==> src/rtl/axis_dac_seq_pkg.sv <==
// axis_dac_seq_pkg: FSM states and gain helpers shared by axis_dac_burst_sequencer and axis_dac_seq_gain
package axis_dac_seq_pkg;
    typedef enum logic [1:0] {IDLE = 2'd0, ARMED = 2'd1, PLAY = 2'd2} state_t;
    localparam int GAIN_FRAC = 14;
    function automatic logic signed [63:0] saturate(input logic signed [63:0] v, input int w);
        logic signed [63:0] hi;
        hi = (64'sd1 <<< (w - 1)) - 64'sd1;
        return v > hi ? hi : v < -hi - 64'sd1 ? -hi - 64'sd1 : v;
    endfunction
endpackage

==> src/rtl/axis_dac_seq_gain.sv <==
// axis_dac_seq_gain: registered Q1.14 gain stage (multiply, round, saturate); used when AXIS_DAC_SEQ_GAIN_EN is defined
module axis_dac_seq_gain
    import axis_dac_seq_pkg::*;
#(
    parameter int DW = 14
) (
    input  logic          aclk,
    input  logic          areset,
    input  logic          en,
    input  logic          in_valid,
    input  logic [DW-1:0] in_sample,
    input  logic [15:0]   gain,
    output logic          out_valid,
    output logic [DW-1:0] out_sample
);
    logic signed [DW+15:0] prod;
    logic signed [63:0] rounded;
    assign prod = (DW+16)'($signed(in_sample)) * (DW+16)'($signed(gain));
    assign rounded = (64'(prod) + (64'sd1 <<< (GAIN_FRAC - 1))) >>> GAIN_FRAC;
    always_ff @(posedge aclk or posedge areset) begin
        if (areset) begin
            out_valid <= 1'b0;
            out_sample <= '0;
        end else if (en) begin
            out_valid <= in_valid;
            out_sample <= DW'(saturate(rounded, DW));
        end
    end
endmodule

==> src/rtl/axis_dac_burst_sequencer.sv <==
// axis_dac_burst_sequencer: triggered BRAM waveform bursts into a DAC AXI-Stream, idle level otherwise.
// Define AXIS_DAC_SEQ_GAIN_EN to add the cfg_gain port and a gain pipeline stage.
module axis_dac_burst_sequencer
    import axis_dac_seq_pkg::*;
#(
    parameter int AXIS_TDATA_WIDTH = 32,
    parameter int DAC_DATA_WIDTH   = 14,
    parameter int BRAM_DATA_WIDTH  = 16,
    parameter int BRAM_ADDR_WIDTH  = 16,
    parameter int CNTR_WIDTH       = 32
) (
    input  logic                        aclk,
    input  logic                        areset,
    input  logic [BRAM_ADDR_WIDTH-1:0]  cfg_length,
    input  logic [CNTR_WIDTH-1:0]       cfg_repeats,
    input  logic [DAC_DATA_WIDTH-1:0]   cfg_idle,
`ifdef AXIS_DAC_SEQ_GAIN_EN
    input  logic [15:0]                 cfg_gain,
`endif
    input  logic                        arm,
    input  logic                        trig,
    output logic                        sts_busy,
    output logic [CNTR_WIDTH-1:0]       sts_passes,
    output logic [BRAM_ADDR_WIDTH-1:0]  bram_porta_addr,
    input  logic [BRAM_DATA_WIDTH-1:0]  bram_porta_rddata,
    output logic [AXIS_TDATA_WIDTH-1:0] m_axis_tdata,
    output logic                        m_axis_tvalid,
    input  logic                        m_axis_tready
);
    localparam int EXT = AXIS_TDATA_WIDTH - DAC_DATA_WIDTH;
    state_t state, state_nxt;
    logic trig_q, trig_edge, beat, play, wrap, done, src_play, unused_rd;
    logic [BRAM_ADDR_WIDTH-1:0] ptr, ptr_nxt;
    logic [CNTR_WIDTH-1:0] passes_nxt, passes_inc;
    logic [DAC_DATA_WIDTH-1:0] src;
    assign trig_edge = trig & ~trig_q;
    assign beat = m_axis_tvalid & m_axis_tready;
    assign play = (state == PLAY) & arm;
    assign wrap = ptr == cfg_length;
    assign passes_inc = &sts_passes ? sts_passes : sts_passes + 1'b1;
    assign done = wrap && cfg_repeats != '0 && passes_inc == cfg_repeats;
    assign sts_busy = state != IDLE;
    // ptr names the sample loaded on the next beat; the BRAM is fed the address needed one cycle later, so a stall re-reads it
    assign bram_porta_addr = state == PLAY ? ptr_nxt : '0;
    assign unused_rd = ^bram_porta_rddata[BRAM_DATA_WIDTH-1:DAC_DATA_WIDTH];
    always_comb begin
        state_nxt = state;
        ptr_nxt = ptr;
        passes_nxt = sts_passes;
        case (state)
            IDLE: begin
                ptr_nxt = '0;
                state_nxt = arm ? ARMED : IDLE;
            end
            ARMED: begin
                ptr_nxt = '0;
                if (!arm) state_nxt = IDLE;
                else if (trig_edge) begin
                    state_nxt = PLAY;
                    passes_nxt = '0;
                end
            end
            PLAY: begin
                if (!arm) state_nxt = IDLE;
                else if (beat) begin
                    ptr_nxt = wrap ? '0 : ptr + 1'b1;
                    passes_nxt = wrap ? passes_inc : sts_passes;
                    state_nxt = done ? ARMED : PLAY;
                end
            end
            default: state_nxt = IDLE;
        endcase
    end
`ifdef AXIS_DAC_SEQ_GAIN_EN
    logic g_valid;
    logic [DAC_DATA_WIDTH-1:0] g_sample;
    axis_dac_seq_gain #(.DW(DAC_DATA_WIDTH)) u_gain (
        .aclk      (aclk),
        .areset    (areset),
        .en        (beat),
        .in_valid  (play),
        .in_sample (bram_porta_rddata[DAC_DATA_WIDTH-1:0]),
        .gain      (cfg_gain),
        .out_valid (g_valid),
        .out_sample(g_sample)
    );
    // the last scaled sample drains after the FSM has left PLAY; an abort drops it
    assign src_play = g_valid & arm;
    assign src = g_sample;
`else
    assign src_play = play;
    assign src = bram_porta_rddata[DAC_DATA_WIDTH-1:0];
`endif
    always_ff @(posedge aclk or posedge areset) begin
        if (areset) begin
            state <= IDLE;
            trig_q <= 1'b0;
            ptr <= '0;
            sts_passes <= '0;
            m_axis_tvalid <= 1'b0;
            m_axis_tdata <= '0;
        end else begin
            state <= state_nxt;
            trig_q <= trig;
            ptr <= ptr_nxt;
            sts_passes <= passes_nxt;
            m_axis_tvalid <= 1'b1;
            if (beat || !m_axis_tvalid)
                m_axis_tdata <= src_play ? {{EXT{src[DAC_DATA_WIDTH-1]}}, src}
                                         : {{EXT{cfg_idle[DAC_DATA_WIDTH-1]}}, cfg_idle};
        end
    end
endmodule
==> config.mk <==
export PLATFORM = sky130hd
export DESIGN_NAME = axis_dac_burst_sequencer
export DESIGN_NICKNAME = d
export VERILOG_FILES = /design/src/rtl/axis_dac_seq_pkg.sv /design/src/rtl/axis_dac_seq_gain.sv /design/src/rtl/axis_dac_burst_sequencer.sv
export SDC_FILE = /design/constraint.sdc
export NUM_CORES = 1
export LEC_CHECK = 0
export CAP_MARGIN = 0
export CORE_ASPECT_RATIO = 1.4
export CORE_MARGIN = 4
export CORE_UTILIZATION = 25
export DETAILED_ROUTE_END_ITERATION = 7
export PLACE_DENSITY_LB_ADDON = 0.1
export SLEW_MARGIN = 20
export SYNTH_ARGS = -nofsm -noshare
export SYNTH_HDL_FRONTEND = slang
export SYNTH_HIERARCHICAL = 1
export SYNTH_SLANG_ARGS = --single-unit
==> constraint.sdc <==
create_clock -name aclk -period 6.25 [get_ports aclk]
set_clock_uncertainty 0.2 [all_clocks]
set_input_delay 0.9375 -clock aclk [delete_from_list [all_inputs] [get_ports aclk]]
set_output_delay 0.9375 -clock aclk [all_outputs]
set_load 0.02 [all_outputs]
* Yosys cells after proc, flatten, opt, wreduce, memory -nomap -nowiden
Index checks and enable logic that the tools add are counted.
** Word-level totals
- Flip-flop bits (word level) :: 84
- Word-level logic and storage cells :: 55
** Operators by class
- $add $sub $neg :: 2
- Equal/unequal tests :: 11
- Mux-type cells :: 20
- Bitwise logic cells :: 4
- Reduce and logical (&&, ||, !) cells :: 12
** Operators by type and width (number)
- $mux W32 :: 7
- $mux W16 :: 4
- $pmux W32 S2 :: 1
- $add A32 B1 Y32 const B :: 1
- $eq A32 B32 Y1 :: 1
- $pmux W16 S2 :: 1
- $reduce_and A32 Y1 :: 1
- $reduce_bool A32 Y1 :: 1
- $add A16 B1 Y16 const B :: 1
- $eq A16 B16 Y1 :: 1
- $mux W2 :: 5
- $ne A2 B2 Y1 const B :: 5
- $ne A3 B3 Y1 const B :: 2
- $pmux W2 S3 :: 1
- $reduce_and A6 Y1 :: 1
- $reduce_bool A2 Y1 :: 2
- $and A1 B1 Y1 :: 3
- $eq A2 B1 Y1 const B :: 1
- $eq A2 B2 Y1 const B :: 1
- $logic_and A1 B1 Y1 :: 2
- $logic_not A2 Y1 :: 1
- $reduce_and A2 Y1 :: 1
- $reduce_or A2 Y1 :: 1
- $logic_not A1 Y1 :: 1
- other kinds (3) :: 3

* Logic depth before layout (Yosys ltp)
Gate-level depths: netlist of the first run.
- Depth after elaboration :: 8
- Gate-level depth with buffers :: 11
- Depth with buffers taken out :: 9

* Least setup slack after synthesis of the first run
Ideal clock, no wire load.
- Kind :: input-to-output
- Start point :: input port m_axis_tready
- End point :: output port bram_porta_addr[7]
- Data arrival time :: 2.573 ns
- Setup slack :: 2.539 ns
- Cell stages on the path :: 6
- Cells stage by stage :: nand2_1 clkbuf_1 nor2_1 nand3_1 or3_1 a221oi_1
** On the way
- Word-level cells in the longest chain between the ends :: 5
** RTL lines
- start: declaration :: line axis_dac_burst_sequencer.sv:28 : input logic m_axis_tready
- $and A1 B1 Y1 :: line axis_dac_burst_sequencer.sv:37 : assign beat = m_axis_tvalid & m_axis_tready;
- $mux W16 :: line axis_dac_burst_sequencer.sv:65 : else if (beat) begin
- $mux W16 :: line axis_dac_burst_sequencer.sv:64 : if (!arm) state_nxt = IDLE;
- $pmux W16 S2 :: line axis_dac_burst_sequencer.sv:50 : case (state)
- $mux W16 :: line axis_dac_burst_sequencer.sv:44 : assign bram_porta_addr = state == PLAY ? ptr_nxt : '0;
- end: declaration :: line axis_dac_burst_sequencer.sv:24 : output logic [BRAM_ADDR_WIDTH-1:0] bram_porta_addr,
No other way between the ends.

* Final worst setup path of the first run
- Start point :: input port arm
- End point :: output port bram_porta_addr[7]
** On the way
- Word-level cells in the longest chain between the ends :: 3
** RTL lines
- start: declaration :: line axis_dac_burst_sequencer.sv:20 : input logic arm,
- $mux W16 :: line axis_dac_burst_sequencer.sv:64
- $pmux W16 S2 :: line axis_dac_burst_sequencer.sv:50
- $mux W16 :: line axis_dac_burst_sequencer.sv:44
No other way between the ends.

==> flow_summary_export.csv, run 1 <==
group,metric,value,unit
clocking,postCtsHoldBufs,0,
pwr,power_density,163,nW/um2
logic_synthesis,synth-edff-count,0,
logic_synthesis,syn_nets,732,
clocking,cts.sinks,66,
grt,grt_max_degree,67,
routing,via_count,5430,
cells_and_area,fillers,2176,
pwr,p_leak,2.85,nW
timing,fmax,196,MHz
routing,drt_iter0_drc,328,
cells_and_area,antenna_cells,0,
clocking,cts_made_buffers,9,
logic_synthesis,avgSynthCellArea,7.99,um2
setup_path,critical_path_class,"in -> out",
setup_path,required,5.11,ns
routing,antenna_left,0,
floorplanning,die_w,130,um
placed_design,dpl.cell_count,1015,
clocking,h-tree-depth,3,
logic_synthesis,synth_top_area_share,32.0,%
setup_path,cp_max_fo,14,
setup_path,crit_path_end_kind,"primary output",
timing,finalCritPeriodShare,81.7,%
logic_synthesis,ys_ff_latch,66,
logic_synthesis,yosys-top-cells-area,"dfrtp_1 (32%), o21ai_0 (7.2%), xor2_1 (5.4%)",
timing,fin_setup_tns,0,ns
clocking,cts_resized,0,
setup_path,critPathMaxStageDelay,0.81,ns
floorplanning,initial_core_util,25.3,%
floorplanning,die-area,23100,um2
cells_and_area,multiInputGateArea,3190,um2
floorplanning,io_pins,165,
timing,finalHoldViolations,0,
clocking,cts_tree,"done",
placed_design,place_area,6870,um2
placed_design,dpl.hpwl,14900,um
logic_synthesis,synth_flop_cell,"dfrtp_1",
flow_run,max-cap-violations,0,
run_status,status,"completed",
cells_and_area,final_common_cell,"clkdlybuf4s50_1",
routing,dr.pass1.iters,5,
grt,use_met1,19.7,%
logic_synthesis,synthCells,647,
setup_path,critical-path-slowest-cell,"clkdlybuf4s50_1",
timing,finalSetupViolCount,0,
floorplanning,num_rows,62,
cells_and_area,final_nets,855,
setup_path,worstPathCellList,"clkdlybuf4s50_1 -> inv_1 -> nor2_1 -> nand3_1 -> or3_1 -> a221oi_1 -> clkdlybuf4s50_1",
setup_path,worstSetupStartpointType,"input port",
clocking,clk_pin_slew,0.05,ns
cells_and_area,final-instance-count-excl-fill,1030,
timing,layout_min_cycle_time,5.10,ns
cells_and_area,finalInstanceArea,7160,um2
cells_and_area,seq_area,1650,um2
cells_and_area,syn2layout_area_growth,38.6,%
clocking,max-clock-path-buffers,2,
floorplanning,core,20400,um2
clocking,cts_setup_buffers,0,
cells_and_area,drive_gt1_share,4.78,%
grt,global_route.usage.met3,3.09,%
timing,slew_headroom,38.2,%
grt,grt_usage,16.8,%
grt,grt_pass1_vias,5503,
grt,antenna_found_initial,0,
grt,grt_pass1_wl,30200,um
placed_design,routabilityCongestion,0.929,
floorplanning,die_h,178,um
routing,vias_per_cell,5.27,
grt,gr-max-usage-layer,"met2",
min_path,hp-class,"reg -> reg",
logic_synthesis,yosysWarnings,6,
logic_synthesis,yosys.area.top_type,"dfrtp_1",
logic_synthesis,async_flop_share,100,%
setup_path,path_delay_family,"buffers and inverters",
grt,overflow,0,
setup_path,cp_common_cell,"clkdlybuf4s50_1",
setup_path,crit_buf_inv,3,
clocking,clockRootBuffer,"clkbuf_16",
timing,tightest_slew,0.926,ns
logic_synthesis,syn_area,5170,um2
routing,route.detailed.drc,0,
timing,drv_slew,0,
timing,rsz0062_at_grt,"false",
logic_synthesis,yosysSeqAreaShare,32.0,%
logic_synthesis,synth.distinct_cells,59,
routing,wirelength,19800,um
placed_design,portBuffers,162,
clocking,clk_latency,0.34,ns
setup_path,critPathArrivalTime,3.97,ns
cells_and_area,mostFrequentLayoutCells,"clkdlybuf4s50_1 (162), o21ai_0 (74), dfrtp_1 (66)",
routing,detail_route.wl_per_cell,19.2,um
grt,met2_usage,30.1,%
pwr,peakVddDrop,113,uV
## where the power goes
group	leakage (nW)	total (mW)	switching [mW]	internal (mW)
Clock	0.142	0.511	0.195	0.317
Combinational	1.82	0.207	0.101	0.106
Sequential	0.887	0.448	0.0101	0.438
Total	2.85	1.17	0.305	0.861
## cells in the mapped netlist, types with 8 or more instances
cell type / number
o21ai_0: 74
dfrtp_1: 66
nor2_1: 52
nand2_1: 47
a21oi_1: 35
nand3_1: 33
xor2_1: 32
clkbuf_1: 27
xnor2_1: 27
nor4_1: 23
buf_4: 18
a21o_1: 17
nand4_1: 16
o31ai_1: 16
and3_1: 15
mux2i_1: 15
nor3_1: 12
o41ai_1: 11
inv_1: 10
buf_2: 9
or3_1: 8
## registers in the layout (all words and copies together) (netlist names)
signal	flops
ptr	16
m_axis_tdata	14
sts_passes	32
m_axis_tvalid	1
state	2
trig_q	1
## kinds of logic (layout without fill, tap and decap cells)
logic type	count (synthesis)	count (layout)	synth area share, %
AOI/OAI and AO/OA	189	189	23.1
xor gates and xnor gates	59	59	10.0
adders and majority gates	2	2	0.484
buffers and inverters	67	194	6.42
DFF	66	66	32.0
muxes	16	16	3.12
other	1	1	0.0726
and+or+nand+nor	247	247	24.9
## final cells by class
cell class                      count  area share (%)
Clock buffer                       12            3.44
Inverter                           10           0.524
Tap cell                          256            4.47
Clock inverter                      3           0.559
Sequential cell                    66            23.1
Timing Repair Buffer              169            23.4
Multi-Input combinational cell    514            44.6
## worst paths after layout
| check | from | to | slack [ns] | depth (start not counted) |
|---|---|---|---|---|
| setup reg to reg | sts_passes[1] | state[1] | 2.17 | 9 |
| min in group asynchronous | areset | m_axis_tdata[6] | 1.03 | 3 |
| max in group asynchronous | areset | sts_passes[28] | 4.23 | 3 |
| hold reg to reg | m_axis_tdata[12] | m_axis_tdata[12] | 0.28 | 2 |
| hold / removal | m_axis_tdata[12] | m_axis_tdata[12] | 0.28 | 2 |
| setup / recovery | arm | bram_porta_addr[7] | 1.15 | 7 |
## worst register-to-register path, cell delays in order (launching register included)
cell and delay [ns]:
dfrtp_1 0.47, ha_1 0.32, and3_1 0.30, nand3_1 0.42
a2111oi_2 0.89, xnor2_1 0.22, nand3_1 0.11, nor4_1 0.36
nand4_1 0.23, o41a_1 0.44
## stage by stage
stage	hold WS (ns)	power (mW)	setup slack [ns]	utilization [%]
final	0.277	1.17	1.15	35.1
after global routing	0.317	1.22	0.933	35.1
after CTS	0.283	1.19	1.12	35.1
after detailed placement	0.270	0.665	1.12	33.7
after global placement	0.266	0.663	1.10	33.7
after floorplan	0.313	0.555	2.54	-
## routing by layer
metal	routed length (um)	part of all wire [%]	vias to the layer above
li1	-	-	2626
met1	8170	41	2581
met2	9940	50	192
met3	1150	5.8	31
met4	493	2.5	0
met5	0	0	-
Note: power is estimated with default switching activity, not from simulation.
==> inputs of run 2 (changes only) <==
- clock period: 6.25 -> 5.06 ns (I/O delays scaled with it)
==> run 2 against run 1 <==
Net effect: critical path depth increased by 2; global-route usage increased by 0.21 points; sequential cell count stayed put; sequential power rose by 24%; highest routed layer unchanged; critical path type unchanged; largest cell class unchanged; routed wire length increased by 0.98%; combinational power is 24% higher; setup slack got worse by 0.61 ns; sequential share of layout area fell by 0.20 points; design area up 0.89%; critical endpoint is now bram_porta_addr[15]; clock power grew 34%.
==> flow_summary_export.csv, run 2 (same netlist as run 1, synthesis figures left out) <==
group,metric,value,unit
cells_and_area,mostFrequentLayoutCells,"clkdlybuf4s50_1 (162), o21ai_0 (74), dfrtp_1 (66)",
grt,grt_pass1_wl,30700,um
clocking,cts.sinks,66,
run_status,status,"completed",
routing,dr.pass1.iters,5,
timing,layout_min_cycle_time,4.52,ns
clocking,max-clock-path-buffers,2,
setup_path,critPathArrivalTime,3.56,ns
min_path,whs_path_depth,2,
routing,wirelength,19900,um
setup_path,reg2regPathDepth,9,
min_path,hold_start,"m_axis_tdata[10]",
cells_and_area,syn2layout_area_growth,39.8,%
clocking,clk_latency,0.34,ns
min_path,hp-class,"reg -> reg",
grt,grt_pass1_vias,5528,
clocking,h-tree-depth,3,
clocking,cts_made_buffers,9,
floorplanning,num_rows,62,
timing,finalCritPeriodShare,89.4,%
routing,detail_route.wl_per_cell,19.3,um
floorplanning,initial_core_util,25.3,%
routing,drt_iter0_drc,328,
setup_path,r2r_setup_slack,1.00,ns
grt,overflow,0,
pwr,p_seq_share,37.0,%
routing,vias_per_cell,5.29,
clocking,cts_tree,"done",
placed_design,dpl.hpwl,15100,um
pwr,peakVddDrop,124,uV
routing,antenna_left,0,
timing,drv_slew,0,
routing,via_count,5478,
clocking,cts_resized,0,
pwr,swShare,25.2,%
setup_path,reg2reg_to,"state[1]",
pwr,p_int,1.12,mW
cells_and_area,fillers,2160,
setup_path,crit_path_end_kind,"primary output",
cells_and_area,drive_gt1_share,5.13,%
timing,fin_ws,0.538,ns
setup_path,critical_path_class,"in -> out",
timing,tightest_slew,0.947,ns
flow_run,max-cap-violations,0,
placed_design,routabilityCongestion,0.906,
floorplanning,die_h,178,um
timing,finalHoldViolations,0,
pwr,p_leak,2.88,nW
setup_path,r2r-start,"sts_passes[1]",
floorplanning,core,20400,um2
floorplanning,die_w,130,um
pwr,finalPower,1.50,mW
timing,rsz0062_at_grt,"false",
timing,slew_headroom,36.6,%
timing,fmax,221,MHz
setup_path,worstPathCellList,"clkdlybuf4s50_1 -> xor2_1 -> nor4_1 -> nand4_1 -> nor2_1 -> o21ai_0 -> a21oi_1 -> nor2_1 -> clkdlybuf4s50_1",
cells_and_area,largest-register,"sts_passes",
placed_design,dpl.cell_count,1020,
routing,route.detailed.drc,0,
placed_design,post-place-ws,0.480,ns
timing,fin_setup_tns,0,ns
cells_and_area,antenna_cells,0,
pwr,power_switching,0.378,mW
pwr,power_density,207,nW/um2
setup_path,critical-path-slowest-cell,"clkdlybuf4s50_1",
cells_and_area,final-instance-count-excl-fill,1036,
floorplanning,io_pins,165,
pwr,pwr-share-comb,17.2,%
floorplanning,die-area,23100,um2
timing,finalSetupViolCount,0,
setup_path,crit_cells,9,
cells_and_area,reg_top3,"sts_passes x32, ptr x16, m_axis_tdata x14",
pwr,clock_power_share,45.9,%
clocking,clk_pin_slew,0.05,ns
setup_path,cp_max_fo,7,
setup_path,worstSetupStartpointType,"input port",
clocking,cts_setup_buffers,0,
cells_and_area,largest_register_ffs,32,
setup_path,path_delay_family,"simple AND/OR/NAND/NOR gates",
grt,antenna_found_initial,0,
min_path,hold_end,"m_axis_tdata[10]",
cells_and_area,final_nets,860,
grt,grt_max_degree,44,
grt,grt_usage,17.0,%
cells_and_area,final_common_cell,"clkdlybuf4s50_1",
setup_path,required,4.10,ns
setup_path,crit_buf_inv,2,
setup_path,critPathMaxStageDelay,0.57,ns
placed_design,portBuffers,162,
clocking,postCtsHoldBufs,0,
clocking,clockRootBuffer,"clkbuf_16",
==> run 2: changes by cell type in the layout (fill, tap and decap cells not counted) <==
cell       before  now
inv_2           1    0
bufinv_16       1    2
nand2b_2        1    0
nand2b_1        4    5
clkbuf_1        2    4
buf_4           7   12
clkinv_2        2    1
==> run 2: through the flow <==
step | hold WS, ns | util (%) | instance area [um2]
after global placement | 0.266 | 33.9 | 6910
after CTS | 0.285 | 35.4 | 7220
final | 0.280 | 35.4 | 7220
after detailed placement | 0.272 | 33.9 | 6910
after floorplan | 0.313 | - | 5170
after global routing | 0.306 | 35.4 | 7220
==> run 2: worst reg2reg max path, delay by kind of cell (launching register included) <==
family                   cells  cell delay, ns
AND/OR/NAND/NOR              5            1.41
XOR/XNOR                     1            0.22
adder cells (fa/ha/maj)      1            0.32
AO/OA/AOI/OAI                2            1.33
flip-flops                   1            0.46
==> run 2: area by class of cell <==
class | count | area, um2 | area share, %
clock buffers | 14 | 254 | 3.52
clock inverters | 2 | 60.1 | 0.831
inverters | 10 | 38.8 | 0.537
multi-input cells | 514 | 3190 | 44.1
flip-flops and latches | 66 | 1650 | 22.9
well taps | 256 | 320 | 4.43
repair buffers | 174 | 1710 | 23.7
==> run 2: metal layers <==
metal	wire [um]	vias up	GRT usage (%)
met2	10100	194	30.5
met1	8270	2619	20.4
li1	-	2634	-
met5	0	-	0
met4	446	0	5.76
met3	1090	31	2.97
==> run 2: power by group through the flow <==
stage | clock network (mW) | logic, mW | registers, mW
floorplan | 0 | 0.109 | 0.577
global placement | 0 | 0.258 | 0.562
detailed placement | 0 | 0.260 | 0.563
CTS | 0.714 | 0.261 | 0.554
global route | 0.729 | 0.276 | 0.556
finish | 0.686 | 0.257 | 0.554
==> run 2: worst max path at each step <==
| stage | startpoint | to | slack (ns) |
|---|---|---|---|
| 3_3_place_gp | cfg_length[0] | bram_porta_addr[15] | 0.48 |
| 6_report | cfg_length[0] | bram_porta_addr[15] | 0.54 |
| 5_1_grt | cfg_length[0] | bram_porta_addr[15] | 0.25 |
| 4_1_cts | cfg_length[0] | bram_porta_addr[15] | 0.46 |
| 2_1_floorplan | m_axis_tready | bram_porta_addr[7] | 1.71 |
| 3_5_place_dp | cfg_length[0] | bram_porta_addr[15] | 0.48 |
==> inputs of run 3 (changes only) <==
- MAX_ROUTING_LAYER: not set -> met4
==> run 3 against run 2 <==
Net effect: sequential share of layout area hardly changed; design area is 0.10% higher; sequential power hardly changed; die area stayed put; core utilization hardly changed; clock-buffer cell count unchanged; clock power hardly changed; register-to-register slack got worse by 0.07 ns; first-iteration DRC count grew 7.0%; maximum frequency rose by 1.0%.
==> flow_summary_export.csv, run 3 (same netlist as run 1, synthesis figures left out) <==
group,metric,value,unit
run_status,status,"completed",
min_path,hp-class,"reg -> reg",
timing,rsz0062_at_grt,"false",
clocking,postCtsHoldBufs,0,
timing,fin_ws,0.584,ns
cells_and_area,largest_register_ffs,32,
floorplanning,io_pins,165,
timing,layout_min_cycle_time,4.48,ns
floorplanning,die-area,23100,um2
clocking,cts_made_buffers,9,
cells_and_area,syn2layout_area_growth,40.0,%
clocking,cts_tree,"done",
floorplanning,die_h,178,um
grt,grt_max_degree,44,
placed_design,place_area,6920,um2
routing,wl_met2,10000,um
setup_path,required,4.10,ns
floorplanning,initial_core_util,25.3,%
setup_path,worstPathCellList,"clkdlybuf4s50_1 -> xor2_1 -> nor4_1 -> nand4_1 -> nor2_1 -> o21ai_0 -> a21oi_1 -> nor2_1 -> clkdlybuf4s50_1",
floorplanning,num_rows,62,
setup_path,crit_path_end_kind,"primary output",
setup_path,path_delay_family,"simple AND/OR/NAND/NOR gates",
flow_run,max-cap-violations,0,
setup_path,cp_max_fo,7,
placed_design,dpl.hpwl,15100,um
grt,antenna_found_initial,0,
clocking,clk_pin_slew,0.05,ns
clocking,cts_resized,0,
floorplanning,core,20400,um2
grt,grt_pass1_vias,5565,
timing,finalHoldWorstSlack,0.279,ns
grt,overflow,0,
pwr,peakVddDrop,130,uV
routing,route.detailed.drc,0,
timing,slew_headroom,38.7,%
setup_path,r2r_setup_slack,0.93,ns
cells_and_area,final_nets,861,
routing,vias_per_cell,5.30,
pwr,power_density,207,nW/um2
clocking,clockRootBuffer,"clkbuf_16",
setup_path,worstSetupStartpointType,"input port",
cells_and_area,antenna_cells,0,
pwr,p_seq_share,36.9,%
setup_path,reg2reg_to,"state[1]",
timing,fmax,223,MHz
clocking,h-tree-depth,3,
clocking,cts.sinks,66,
placed_design,portBuffers,162,
min_path,hold_end,"m_axis_tdata[1]",
cells_and_area,mostFrequentLayoutCells,"clkdlybuf4s50_1 (162), o21ai_0 (74), dfrtp_1 (66)",
cells_and_area,reg_top3,"sts_passes x32, ptr x16, m_axis_tdata x14",
clocking,max-clock-path-buffers,2,
min_path,whs_path_depth,2,
timing,fin_setup_tns,0,ns
setup_path,critPathMaxStageDelay,0.56,ns
cells_and_area,final_common_cell,"clkdlybuf4s50_1",
placed_design,post-place-ws,0.572,ns
cells_and_area,drive_gt1_share,5.25,%
timing,drv_slew,0,
pwr,clock_power_share,45.9,%
routing,drt-met1-wl,8200,um
pwr,p_leak,2.89,nW
setup_path,r2r-start,"sts_passes[0]",
timing,finalCritPeriodShare,88.5,%
routing,wirelength,20000,um
pwr,power_switching,0.380,mW
setup_path,crit_buf_inv,2,
routing,detail_route.wl_per_cell,19.3,um
grt,grt_pass1_wl,30900,um
setup_path,critical-path-slowest-cell,"clkdlybuf4s50_1",
routing,wl_met3,1130,um
routing,dr.pass1.iters,5,
setup_path,critPathArrivalTime,3.52,ns
clocking,clk_latency,0.34,ns
setup_path,reg2regPathDepth,9,
pwr,swShare,25.4,%
timing,finalHoldViolations,0,
timing,finalSetupViolCount,0,
min_path,hold_start,"m_axis_tdata[1]",
grt,grt_usage,17.7,%
cells_and_area,largest-register,"sts_passes",
routing,drt_iter0_drc,351,
floorplanning,die_w,130,um
timing,tightest_slew,0.916,ns
pwr,pwr-share-comb,17.1,%
placed_design,routabilityCongestion,0.924,
routing,dr.max_layer_used,"met4",
setup_path,critical_path_class,"in -> out",
cells_and_area,finalInstanceArea,7230,um2
routing,antenna_left,0,
clocking,cts_setup_buffers,0,
routing,via_count,5496,
pwr,p_int,1.12,mW
-- run 3: changes by cell type in the layout (fill, tap and decap cells not counted) --
cell   change
buf_4      +1
-- run 3: through the flow --
stage / utilization (%) / instances / power [mW]
6_report: 35.4 / 1037 / 1.50
5_1_grt: 35.4 / 1037 / 1.57
4_1_cts: 35.4 / 1037 / 1.53
3_5_place_dp: 33.9 / 1021 / 0.823
3_3_place_gp: 33.9 / 1021 / 0.821
2_1_floorplan: - / 647 / 0.686
-- run 3: worst max path at each step --
stage / slack (ns) / cells past startpoint / startpoint / end
floorplan: 1.71 / 6 / m_axis_tready / bram_porta_addr[7]
global placement: 0.50 / 9 / cfg_length[0] / bram_porta_addr[15]
detailed placement: 0.57 / 9 / cfg_length[0] / bram_porta_addr[10]
CTS: 0.56 / 9 / cfg_length[0] / bram_porta_addr[10]
global route: 0.34 / 9 / cfg_length[2] / bram_porta_addr[13]
finish: 0.58 / 9 / cfg_length[0] / bram_porta_addr[15]
-- run 3: area by class of cell --
| class | count | area, um2 |
|---|---|---|
| fillers | 2172 | 13200 |
| multi-input cells | 514 | 3190 |
| repair buffers | 175 | 1720 |
| flip-flops and latches | 66 | 1650 |
| well taps | 256 | 320 |
| clock buffers | 14 | 254 |
| clock inverters | 2 | 60.1 |
| inverters | 10 | 38.8 |
-- run 3: metal layers --
metal / track usage [%] / vias to the layer above
met5: - / -
li1: - / 2623
met3: 2.91 / 36
met2: 30.5 / 212
met1: 20.6 / 2625
met4: 6.76 / 0
-- run 3: power groups by stage --
stage	Combinational [mW]	Clock [mW]	Sequential (mW)
3_5_place_dp	0.260	0	0.563
5_1_grt	0.277	0.739	0.556
2_1_floorplan	0.109	0	0.577
4_1_cts	0.261	0.713	0.554
3_3_place_gp	0.258	0	0.562
6_report	0.257	0.689	0.554
-- run 3: worst register-to-register path, cell delays in order, from the launching register on --
cell       delay (ns)
dfrtp_1          0.48
ha_1             0.32
and3_1           0.32
nand3_1          0.45
a2111oi_2        0.91
xnor2_1          0.22
nand3_1          0.11
nor4_1           0.35
nand4_1          0.21
o41a_1           0.44
